`config.mk`:
```
export PLATFORM = sky130hd
export DESIGN_NAME = apb_reg_slave
export DESIGN_NICKNAME = d
export VERILOG_FILES = /design/src/rtl/apb_reg_slave.sv
export SDC_FILE = /design/constraint.sdc
export NUM_CORES = 1
export LEC_CHECK = 0
export ABC_AREA = 1
export BUFFER_PORTS_ARGS = -buffer_cell sky130_fd_sc_hd__clkbuf_2
export CORE_MARGIN = 1
export CORE_UTILIZATION = 30
export CTS_CLUSTER_DIAMETER = 60
export DETAILED_ROUTE_END_ITERATION = 16
export RECOVER_POWER = 100
export REMOVE_ABC_BUFFERS = 1
export SETUP_SLACK_MARGIN = 0.02
export SLEW_MARGIN = 20
export SYNTH_ARGS = -nofsm -noshare
export SYNTH_HDL_FRONTEND = slang
export SYNTH_SLANG_ARGS = --single-unit
export TNS_END_PERCENT = 10
```
`constraint.sdc`:
```
create_clock -name clk -period 1.7 [get_ports clk]
set_clock_uncertainty 0.2 [all_clocks]
set_input_delay 0.34 -clock clk [delete_from_list [all_inputs] [get_ports clk]]
set_output_delay 0.34 -clock clk [all_outputs]
set_load 0.01 [all_outputs]
```
`src/rtl/apb_reg_slave.sv`:
```
`timescale 1ns/100ps
`default_nettype none
// ============================================================================
// Module      : apb_reg_slave
// Description : APB register slave with word registers, a read-only status
//               register, programmable wait states and a write-strobe output.
// Revision    : 1.0
// ============================================================================
module apb_reg_slave #(
    parameter int AMBA_WORD       = 16,
    parameter int AMBA_ADDR_WIDTH = 20,
    parameter int NUM_REGS        = 4,
    parameter int WAIT_STATES     = 0
) (
    input  logic                          clk,
    input  logic                          reset,
    input  logic                          PSEL,
    input  logic                          PENABLE,
    input  logic                          PWRITE,
    input  logic [AMBA_ADDR_WIDTH-1:0]    PADDR,
    input  logic [AMBA_WORD-1:0]          PWDATA,
    output logic [AMBA_WORD-1:0]          PRDATA,
    output logic                          PREADY,
    output logic                          PSLVERR,
    input  logic [AMBA_WORD-1:0]          STATUS_IN,
    output logic [NUM_REGS*AMBA_WORD-1:0] REG_OUT,
    output logic                          REG_ENABLE,
    output logic [3:0]                    REG_WR_IDX
);

    localparam logic [1:0] IDLE       = 2'd0;
    localparam logic [1:0] SETUP      = 2'd1;
    localparam logic [1:0] ACCESS     = 2'd2;
    localparam logic [3:0] STATUS_IDX = 4'(NUM_REGS - 1);
    localparam logic [4:0] NUM_REGS_W = 5'(NUM_REGS);
    localparam logic [2:0] WAIT_LIMIT = 3'(WAIT_STATES);

    logic [1:0]           state;
    logic [1:0]           next_state;
    logic [2:0]           wait_cnt;
    logic [3:0]           idx;
    logic                 addr_err;
    logic                 complete;
    logic                 wr_ok;
    logic [AMBA_WORD-1:0] rd_mux;
    logic                 unused_addr_bits;

    assign idx              = PADDR[5:2];
    assign unused_addr_bits = ^PADDR[AMBA_ADDR_WIDTH-1:6];
    assign addr_err         = (PADDR[1:0] != 2'b00)
                            || ({1'b0, idx} >= NUM_REGS_W)
                            || (PWRITE && (idx == STATUS_IDX));
    assign complete         = PSEL && PENABLE && PREADY;
    assign wr_ok            = complete && PWRITE && !addr_err;

    always_ff @(posedge clk or negedge reset) begin
        if (!reset) begin
            state <= IDLE;
        end else begin
            state <= next_state;
        end
    end

    always_comb begin
        next_state = IDLE;
        case (state)
            IDLE: begin
                if (PSEL && !PENABLE) begin
                    next_state = SETUP;
                end
            end
            SETUP: begin
                if (PSEL && PENABLE) begin
                    next_state = ACCESS;
                end
            end
            ACCESS: begin
                if (!PSEL) begin
                    next_state = IDLE;
                end else if (PREADY) begin
                    next_state = PENABLE ? IDLE : SETUP;
                end else begin
                    next_state = ACCESS;
                end
            end
            default: next_state = IDLE;
        endcase
    end

    always_comb begin
        PREADY  = (state == ACCESS) && (wait_cnt == WAIT_LIMIT);
        PSLVERR = PREADY && addr_err;
        PRDATA  = '0;
        if (PREADY && !PWRITE && !addr_err) begin
            PRDATA = (idx == STATUS_IDX) ? STATUS_IN : rd_mux;
        end
    end

    // Counter saturates naturally: PREADY rises once it reaches WAIT_LIMIT.
    always_ff @(posedge clk or negedge reset) begin
        if (!reset) begin
            wait_cnt <= 3'd0;
        end else if (next_state == SETUP) begin
            wait_cnt <= 3'd0;
        end else if ((state == ACCESS) && !PREADY) begin
            wait_cnt <= wait_cnt + 3'd1;
        end
    end

    always_ff @(posedge clk or negedge reset) begin
        if (!reset) begin
            REG_ENABLE <= 1'b0;
            REG_WR_IDX <= 4'd0;
        end else begin
            REG_ENABLE <= wr_ok;
            if (wr_ok) begin
                REG_WR_IDX <= idx;
            end
        end
    end

    generate
        for (genvar g = 0; g < NUM_REGS - 1; g++) begin : g_regs
            logic [AMBA_WORD-1:0] q;

            always_ff @(posedge clk or negedge reset) begin
                if (!reset) begin
                    q <= '0;
                end else if (wr_ok && (idx == 4'(g))) begin
                    q <= PWDATA;
                end
            end

            assign REG_OUT[g*AMBA_WORD +: AMBA_WORD] = q;
        end
    endgenerate

    assign REG_OUT[(NUM_REGS-1)*AMBA_WORD +: AMBA_WORD] = '0;

    always_comb begin
        rd_mux = '0;
        for (int i = 0; i < NUM_REGS - 1; i++) begin
            if (idx == 4'(i)) begin
                rd_mux = REG_OUT[i*AMBA_WORD +: AMBA_WORD];
            end
        end
    end

endmodule
`default_nettype wire

```
== After elaboration in Yosys (flattened, before gate mapping) ==
Index checks and enable logic that the tools add are counted.
Operators by class
  $add $sub $neg: 1
  order comparisons: 1
  equal/unequal tests: 6
  mux-type cells: 13
  reduce and logical (&&, ||, !) cells: 25
Operators by type and width (number)
  $mux 16: 5
  $logic_and 1x1->1: 14
  $eq 4x2->1 const B: 2
  $mux 2: 3
  $mux 3: 2
  $pmux 2 s3: 1
  $eq 2x1->1 const B: 2
  $eq 4x1->1 const B: 1
  $ge 4x3->1 const B: 1
  $logic_not 1->1: 4
  $logic_not 4->1: 1
  $reduce_bool 2->1: 2
  $add 3x1->3 const B: 1
  $logic_not 3->1: 1
  $eq 2x2->1 const B: 1
  $logic_not 2->1: 1
  $logic_or 1x1->1: 2
  $mux 1: 2
Storage, ports and cells
  register bits: 58
  output and inout port bits: 87
  logic and storage cells: 53

== Longest topological paths before layout ==
Gate-level depths: netlist (run 1).
  depth in word-level cells: 7
  mapped depth: 11
  depth with buffers taken out: 9

== Worst setup path before layout (run 1) ==
OpenSTA, ideal clock, no wires.
  kind: register to output
  start point: register wait_cnt[0]
  end point: output port PRDATA[10]
  arrival: 1455 ps
  required time: 1160 ps
  slack: -295 ps
  stages on the path, launching flop included: 10
  buffers on the path: 1
  cells stage by stage: dfrtp_1 inv_1 ha_1 nand2_1 inv_1 nand2_1 nor2_2 buf_2 nand4_1 nor2_1
Between the ends
  cells in the longest elaborated chain, start to end: 5
Ends and longest elaborated chain
  start, declared: line 40  | logic [2:0] wait_cnt;
  start signal, assigned: line 106  | wait_cnt <= wait_cnt + 3'd1;
  $logic_not 3->1: line 91  | PREADY = (state == ACCESS) && (wait_cnt == WAIT_LIMIT);
  $logic_and 1x1->1: line 91
  $logic_and 1x1->1 (2 in series): line 94  | if (PREADY && !PWRITE && !addr_err) begin
  $mux 16: line 94
  end, declared: line 22  | output logic [AMBA_WORD-1:0] PRDATA,
Every way passes these cells.

== Worst setup path in the final report (run 1) ==
  start point: register wait_cnt[0]
  end point: output port PRDATA[15]
Same word-level chain as after synthesis.

==> flow_metrics.tcl, run 1 <==
set metrics [dict create \
    gpl.final_weighted_congestion 0.7719 \
    timing.hold.ws_ns 0.07193 \
    cts_made_buffers 9 \
    floorplan_row_count 38 \
    insertion_delay_ns 0.33 \
    io_pins 144 \
    netlist.area_leader.share_pct 43.15 \
    avgRoutedWirePerCell_microns 14.57 \
    place.detailed.instances 746 \
    place_hpwl_mm 7.903 \
    maxSlewHeadroom_pct 43.97 \
    synthSimpleGateAreaFrac_pct 40.40 \
    nFillCells 1137 \
    synthTopCellsByArea "dfrtp_1 (43%), nand2_1 (15%), nand3_1 (8.0%)" \
    grt_pass1_vias 3330 \
    drt-vias-per-instance 4.563 \
    run_status "finished, violations left" \
    ir_drop_uv 337.9 \
    grt_antenna_before_repair 0 \
    placement.io_buffers 113 \
    hp-class "primary input to flop" \
    post_synth_fa_ha_maj_area_fraction_pct 0.7440 \
    ant_nets 0 \
    setup_repair_after_global_routing_missed_its_margin "yes" \
    first_pass_iters 4 \
    yosysWarnings 0 \
    cts_root_buf "clkbuf_8" \
    routed-via-count 3491 \
    fp.dieArea_sq_um 11640 \
    post-route-util_pct 42.00 \
    report.final.slew_viol_count 0 \
    final_cells 765 \
    final-setup-viol-count 70 \
    drv_cap 0 \
    final_min_period_over_clock_period_pct 136.4 \
    area_used_by_multi_input_combinational_logic_sq_um 1540 \
    seqCellArea_sq_um 1451 \
    flow.area_growth_from_synthesis_pct 35.97 \
    synth_compound_area_share_pct 1.190 \
    clk_pin_slew_worst_paths_ns 0.07 \
    multiplexer_share_of_the_synthesized_area_pct 0 \
    tightestPinTransition_ns 0.8404 \
    critPathKind "flop to output pin" \
    initial_core_util_pct 30.89 \
    synthXorXnorAreaFrac_pct 0 \
    cts_buffer_depth 2 \
    die_height_microns 107.9 \
    setup_tns_ns -15.08 \
    netlist_instances 470 \
    htree_num_levels 3 \
    synth_flop_cell "dfrtp_1" \
    synth_top_cell_by_area "dfrtp_1" \
    max_freq_mhz 431.3 \
    grt_max_degree 59 \
    power.leakage_nw 2.277 \
    syn-cell-area_sq_um 3363 \
    synth_top_family_by_area "simple AND/OR/NAND/NOR gates" \
    postSynthRegisterBits 58 \
    fp.coreArea_sq_um 10890 \
    fin_ws_ns -0.6187 \
    postSynthAreaPerCell_sq_um 7.156 \
    drt_iter0_markers 290 \
    yosysSeqAreaShare_pct 43.15 \
    cp_data_arrival_time_ns 1.78 \
    wire_length_of_the_first_global_routing_pass_mm 17.39 \
    n_antenna_cell 0 \
    crit_path_start_kind "flop" \
    post_synth_num_cell_types 23 \
    powerDensity_nw_per_um2 640.3 \
    total_grt_usage_pct 19.91 \
    tritoncts_clock_tree "done" \
    max_fanout_on_critical_path 4 \
    number_of_synthesized_flops_with_an_enable_pin 0 \
    cts.sink_count 58 \
    postSynth.asyncResetShare_pct 100.0 \
    drive_gt1_share_pct 24.48 \
    final_critical_period_ns 2.319 \
    layout.nets 680 \
    gr-total-overflow 0 \
    violations "negative setup slack" \
    timing.final.hold_violations 0 \
    routed_wirelength_mm 11.15 \
    post-route-drc-count 0 \
    place_area_sq_um 4353 \
    worst_ep_required_time_ns 1.16 \
    setup.worst_path.end_class "output pin" \
    final_cell_area_sq_um 4573 \
    die-width_microns 107.9 \
]
critical path, cell delays in order, from the launching register on:
cell and delay (ns):
dfrtp_1 0.40, inv_2 0.09, ha_4 0.14, nand2_4 0.06, inv_4 0.06, nand2_4 0.05, nor2_4 0.12, buf_6 0.13
buf_12 0.10, nand4_1 0.08, nor2_1 0.11, buf_2 0.13
per-stage QoR:
step                total power [mW]  worst slack, ns
CTS                            2.969          -0.6518
floorplan                      1.504          -0.6854
detailed placement             1.694          -0.3699
global route                   3.060          -0.7539
global placement               1.691          -0.3795
finish                         2.928          -0.6187
where the power goes:
group | switching (mW) | total (mW) | internal (mW)
combinational | 0.175 | 0.285 | 0.110
clock | 0.550 | 1.26 | 0.706
sequential | 0.00319 | 1.39 | 1.38
total | 0.728 | 2.93 | 2.20
routing by layer:
metal / share of wire (%) / track usage, % / vias to the layer above
li1: - / - / 1726
met1: 47 / 27.05 / 1613
met2: 46 / 31.32 / 141
met3: 6.4 / 4.479 / 11
met4: 1.1 / 6.067 / 0
met5: 0 / 0 / -
logic make-up (layout without fill, tap and decap cells):
group | count (synthesis) | after routing
other | 1 | 16
and+or+nand+nor | 299 | 299
adders and majority gates | 2 | 2
buffers and inverters | 102 | 242
DFF | 58 | 58
AOI/OAI and AO/OA | 8 | 8
layout make-up:
class	count	share of cell area, %
multi-input combinational	325	33.68
sequential	58	31.74
timing repair buffer	162	21.31
inverter	65	5.390
tap	140	3.830
clock buffer	12	3.174
clock inverter	3	0.8755
state kept, by name, summed over array words and instances (netlist names):
signal,count
REG_ENABLE,1
state,2
g_regs.q,48
REG_WR_IDX,4
wait_cnt,3
Yosys cell counts (2+ instances only):
cell / number
nand2_4: 2
nor2_1: 54
a21oi_1: 3
inv_2: 8
nand3b_1: 15
inv_1: 57
o21ai_0: 5
buf_6: 2
nand2_1: 135
nor2_4: 3
nand4_1: 15
nand2_2: 3
buf_4: 22
clkbuf_1: 8
buf_2: 3
buf_1: 2
nand3_1: 54
nor2_2: 2
ha_1: 2
dfrtp_1: 58
nor3_1: 15
placed cells by master (no fill, tap or decap), types with 2 or more instances in the layout:
cell,Yosys,final
nand3_1,54,54
nor2_2,2,6
buf_12,0,7
buf_2,3,12
conb_1,1,16
o21ai_0,5,5
buf_4,22,36
buf_6,2,4
nand2_2,3,3
inv_2,8,10
nand2_1,135,133
dfrtp_1,58,58
nor2_4,3,5
nor2_1,54,48
clkbuf_8,0,10
clkbuf_2,0,47
nand3b_1,15,15
a21oi_1,3,2
inv_1,57,54
clkbuf_4,0,2
clkbuf_1,8,55
clkinv_2,0,2
nand4_1,15,15
nor3_1,15,15
nand2_4,2,4
final timing paths:
check                                           start                          end  slack (ns)  cells past startpoint
max                           wait_cnt[0]$_DFFE_PN0P_                   PRDATA[15]       -0.62                     11
min                                        PWDATA[12]  g_regs[1].q[12]$_DFFE_PN0P_        0.07                      3
max reg2reg                   wait_cnt[0]$_DFFE_PN0P_   g_regs[2].q[3]$_DFFE_PN0P_       -0.13                     10
min reg2reg                g_regs[0].q[7]$_DFFE_PN0P_   g_regs[0].q[7]$_DFFE_PN0P_        0.29                      2
max in group asynchronous                       reset      wait_cnt[1]$_DFFE_PN0P_        0.18                      3
min in group asynchronous                       reset         REG_ENABLE$_DFF_PN0_        0.54                      3
what timing repair did:
item	in CTS	in global routing
hold buffers	1	0
resized for setup	12	22
pin swaps	6	4
setup endpoints to repair	71	71
hold endpoints to repair	58	0
setup buffers	3	0
(Power assumes the default switching activity.)
==> inputs of run 2 (changes only) <==
--- a/config.mk
+++ b/config.mk
@@ -5,7 +5,6 @@
 export SDC_FILE = /design/constraint.sdc
 export NUM_CORES = 1
 export LEC_CHECK = 0
-export ABC_AREA = 1
 export BUFFER_PORTS_ARGS = -buffer_cell sky130_fd_sc_hd__clkbuf_2
 export CORE_MARGIN = 1
 export CORE_UTILIZATION = 30
==> flow_metrics.tcl, run 2 <==
set metrics [dict create \
    io_pins 144 \
    total_grt_usage_pct 17.26 \
    timing.hold.ws_ns 0.05657 \
    layout.nets 469 \
    initial_core_util_pct 31.03 \
    htree_num_levels 3 \
    grt_max_degree 33 \
    critPathKind "flop to output pin" \
    postSynthAreaPerCell_sq_um 12.14 \
    crit_family "simple AND/OR/NAND/NOR gates" \
    gpl.final_weighted_congestion 0.7958 \
    power.leakage_nw 2.186 \
    floorplan_row_count 36 \
    cp_data_arrival_time_ns 2.30 \
    routed_wirelength_mm 8.648 \
    netlist_top_cells_count "dfrtp_1 (58), mux2_2 (48), a211oi_1 (30)" \
    seqCellArea_sq_um 1451 \
    grt_use_met1_pct 22.68 \
    setup_tns_ns -49.97 \
    ant_nets 0 \
    syn-cell-area_sq_um 3047 \
    synth_top_cell_by_area "dfrtp_1" \
    combPwrFrac_pct 9.2 \
    grt_pass1_vias 2618 \
    max_fanout_on_critical_path 6 \
    tightestPinTransition_ns 0.7395 \
    post-route-drc-count 0 \
    tritoncts_clock_tree "done" \
    netlist.area_leader.share_pct 47.64 \
    area_used_by_multi_input_combinational_logic_sq_um 1558 \
    largest_register_ffs 48 \
    commonest_non_fill_non_tap_cells_in_the_layout "dfrtp_1 (58), clkbuf_1 (50), clkbuf_2 (49)" \
    first_pass_iters 4 \
    timing.final.hold_violations 0 \
    layout_commonest_cell "dfrtp_1" \
    nFillCells 1005 \
    critPathBufInv 3 \
    setup_repair_after_global_routing_missed_its_margin "yes" \
    final_cell_area_sq_um 4358 \
    report.final.slew_viol_count 0 \
    final-setup-viol-count 71 \
    fin_ws_ns -1.136 \
    final_min_period_over_clock_period_pct 166.8 \
    slowest_stage "or3_4" \
    netlist_instances 251 \
    largest_registers "g_regs.q: 48 flops, REG_WR_IDX: 4 flops, wait_cnt: 3 flops" \
    grt_antenna_before_repair 0 \
    cells_along_the_critical_path "inv_2, ha_4, or4bb_1, or3_4, buf_8, a211oi_2, buf_2" \
    routed-via-count 2593 \
    max_freq_mhz 352.6 \
    worst_ep_required_time_ns 1.16 \
    synthXorXnorAreaFrac_pct 0 \
    clock_power_share_pct 46.0 \
    seq_power_share_pct 44.7 \
    run_status "finished, violations left" \
    placement.io_buffers 113 \
    synth_top_family_by_area "multiplexers" \
    max_stage_delay_ns 0.45 \
    post-synth-top-count-cell "dfrtp_1" \
    post_synth_fa_ha_maj_area_fraction_pct 0.8214 \
    pre_cts_ws_ns -1.047 \
    top_register "g_regs.q" \
    crit_path_start_kind "flop" \
    place_area_sq_um 4041 \
    drv_cap 0 \
    final_critical_period_ns 2.836 \
    place.detailed.instances 529 \
    gr-usage-met3_pct 3.864 \
    die_height_microns 102.8 \
    die-width_microns 102.8 \
    postSynth.asyncResetShare_pct 100.0 \
    synth_flop_cell "dfrtp_1" \
    fp.dieArea_sq_um 10560 \
    n_antenna_cell 0 \
    place_hpwl_mm 6.326 \
    gr-total-overflow 0 \
    hp-class "primary input to flop" \
    powerDensity_nw_per_um2 711.2 \
    grt-busiest-layer "met2" \
    violations "negative setup slack" \
    drt-vias-per-instance 4.732 \
    fp.coreArea_sq_um 9819 \
    flow.area_growth_from_synthesis_pct 43.04 \
    drt_iter0_markers 54 \
    ir_drop_uv 362.3 \
    post-route-util_pct 44.38 \
    synth_compound_area_share_pct 9.487 \
    cts_buffer_depth 2 \
    insertion_delay_ns 0.33 \
    maxSlewHeadroom_pct 50.70 \
    synthSimpleGateAreaFrac_pct 11.17 \
    post_synth_num_cell_types 37 \
    cts_root_buf "clkbuf_8" \
    wire_length_of_the_first_global_routing_pass_mm 13.51 \
    multiplexer_share_of_the_synthesized_area_pct 23.70 \
    total_power_mw 3.099 \
    synthTopCellsByArea "dfrtp_1 (48%), mux2_2 (18%), a211oi_1 (7.4%)" \
    sw_frac_of_total_pct 23.72 \
    yosysWarnings 0 \
    clk_pin_slew_worst_paths_ns 0.07 \
    drive_gt1_share_pct 48.92 \
    final_cells 548 \
    yosysSeqAreaShare_pct 47.64 \
    power.internal_mw 2.364 \
    avgRoutedWirePerCell_microns 15.78 \
    number_of_synthesized_flops_with_an_enable_pin 0 \
    cts.sink_count 58 \
    setup.worst_path.end_class "output pin" \
    net_switching_component_of_the_power_uw 735.2 \
    postSynthRegisterBits 58 \
    met2_resource_use_gr_pct 27.44 \
    cts_made_buffers 9 \
]
## run 2: layout make-up
cell class                 instances  area share (%)
clock inverter                     5           1.780
timing repair buffer             164           21.68
tap                              133           3.819
clock buffer                      11           3.244
inverter                           5          0.4307
multi-input combinational        172           35.74
sequential                        58           33.30
## run 2: power groups by stage
| stage | clock [mW] | sequential, mW | combinational [mW] |
|---|---|---|---|
| after floorplan | 0 | 1.41 | 0.0723 |
| after global placement | 0 | 1.41 | 0.269 |
| after detailed placement | 0 | 1.41 | 0.274 |
| after CTS | 1.47 | 1.39 | 0.289 |
| after global routing | 1.54 | 1.39 | 0.318 |
| final | 1.43 | 1.39 | 0.286 |
## run 2: cells by family (layout without fill, tap and decap cells)
family / Yosys count / in the layout
buffers and inverters: 36 / 185
DFF: 58 / 58
muxes: 66 / 66
and+or+nand+nor: 47 / 47
other: 1 / 16
AOI/OAI and AO/OA: 41 / 41
adders and majority gates: 2 / 2
## run 2: final timing paths
check / endpoint / slack [ns] / cells after the start / startpoint
hold reg to reg: REG_WR_IDX[2]$_DFFE_PN0P_ / 0.31 / 1 / REG_WR_IDX[2]$_DFFE_PN0P_
min in group asynchronous: g_regs[1].q[5]$_DFFE_PN0P_ / 0.49 / 3 / reset
setup / recovery: PRDATA[6] / -1.14 / 7 / wait_cnt[1]$_DFFE_PN0P_
setup reg to reg: g_regs[0].q[6]$_DFFE_PN0P_ / -0.70 / 7 / wait_cnt[1]$_DFFE_PN0P_
max in group asynchronous: g_regs[1].q[10]$_DFFE_PN0P_ / 0.29 / 3 / reset
hold / removal: g_regs[0].q[8]$_DFFE_PN0P_ / 0.06 / 2 / PWDATA[8]
## run 2: what timing repair did
item / CTS / global route
setup buffers: 0 / 2
pin swaps: 5 / 2
endpoints found under the setup margin: 75 / 74
hold buffers: 1 / 0
hold endpoints to repair: 58 / 0
gates resized for setup: 26 / 20
## run 2: layer usage
layer	part of all wire, %	up-vias
li1	-	1217
met1	46	1281
met2	48	83
met3	4.8	12
met4	1.5	0
met5	0	-
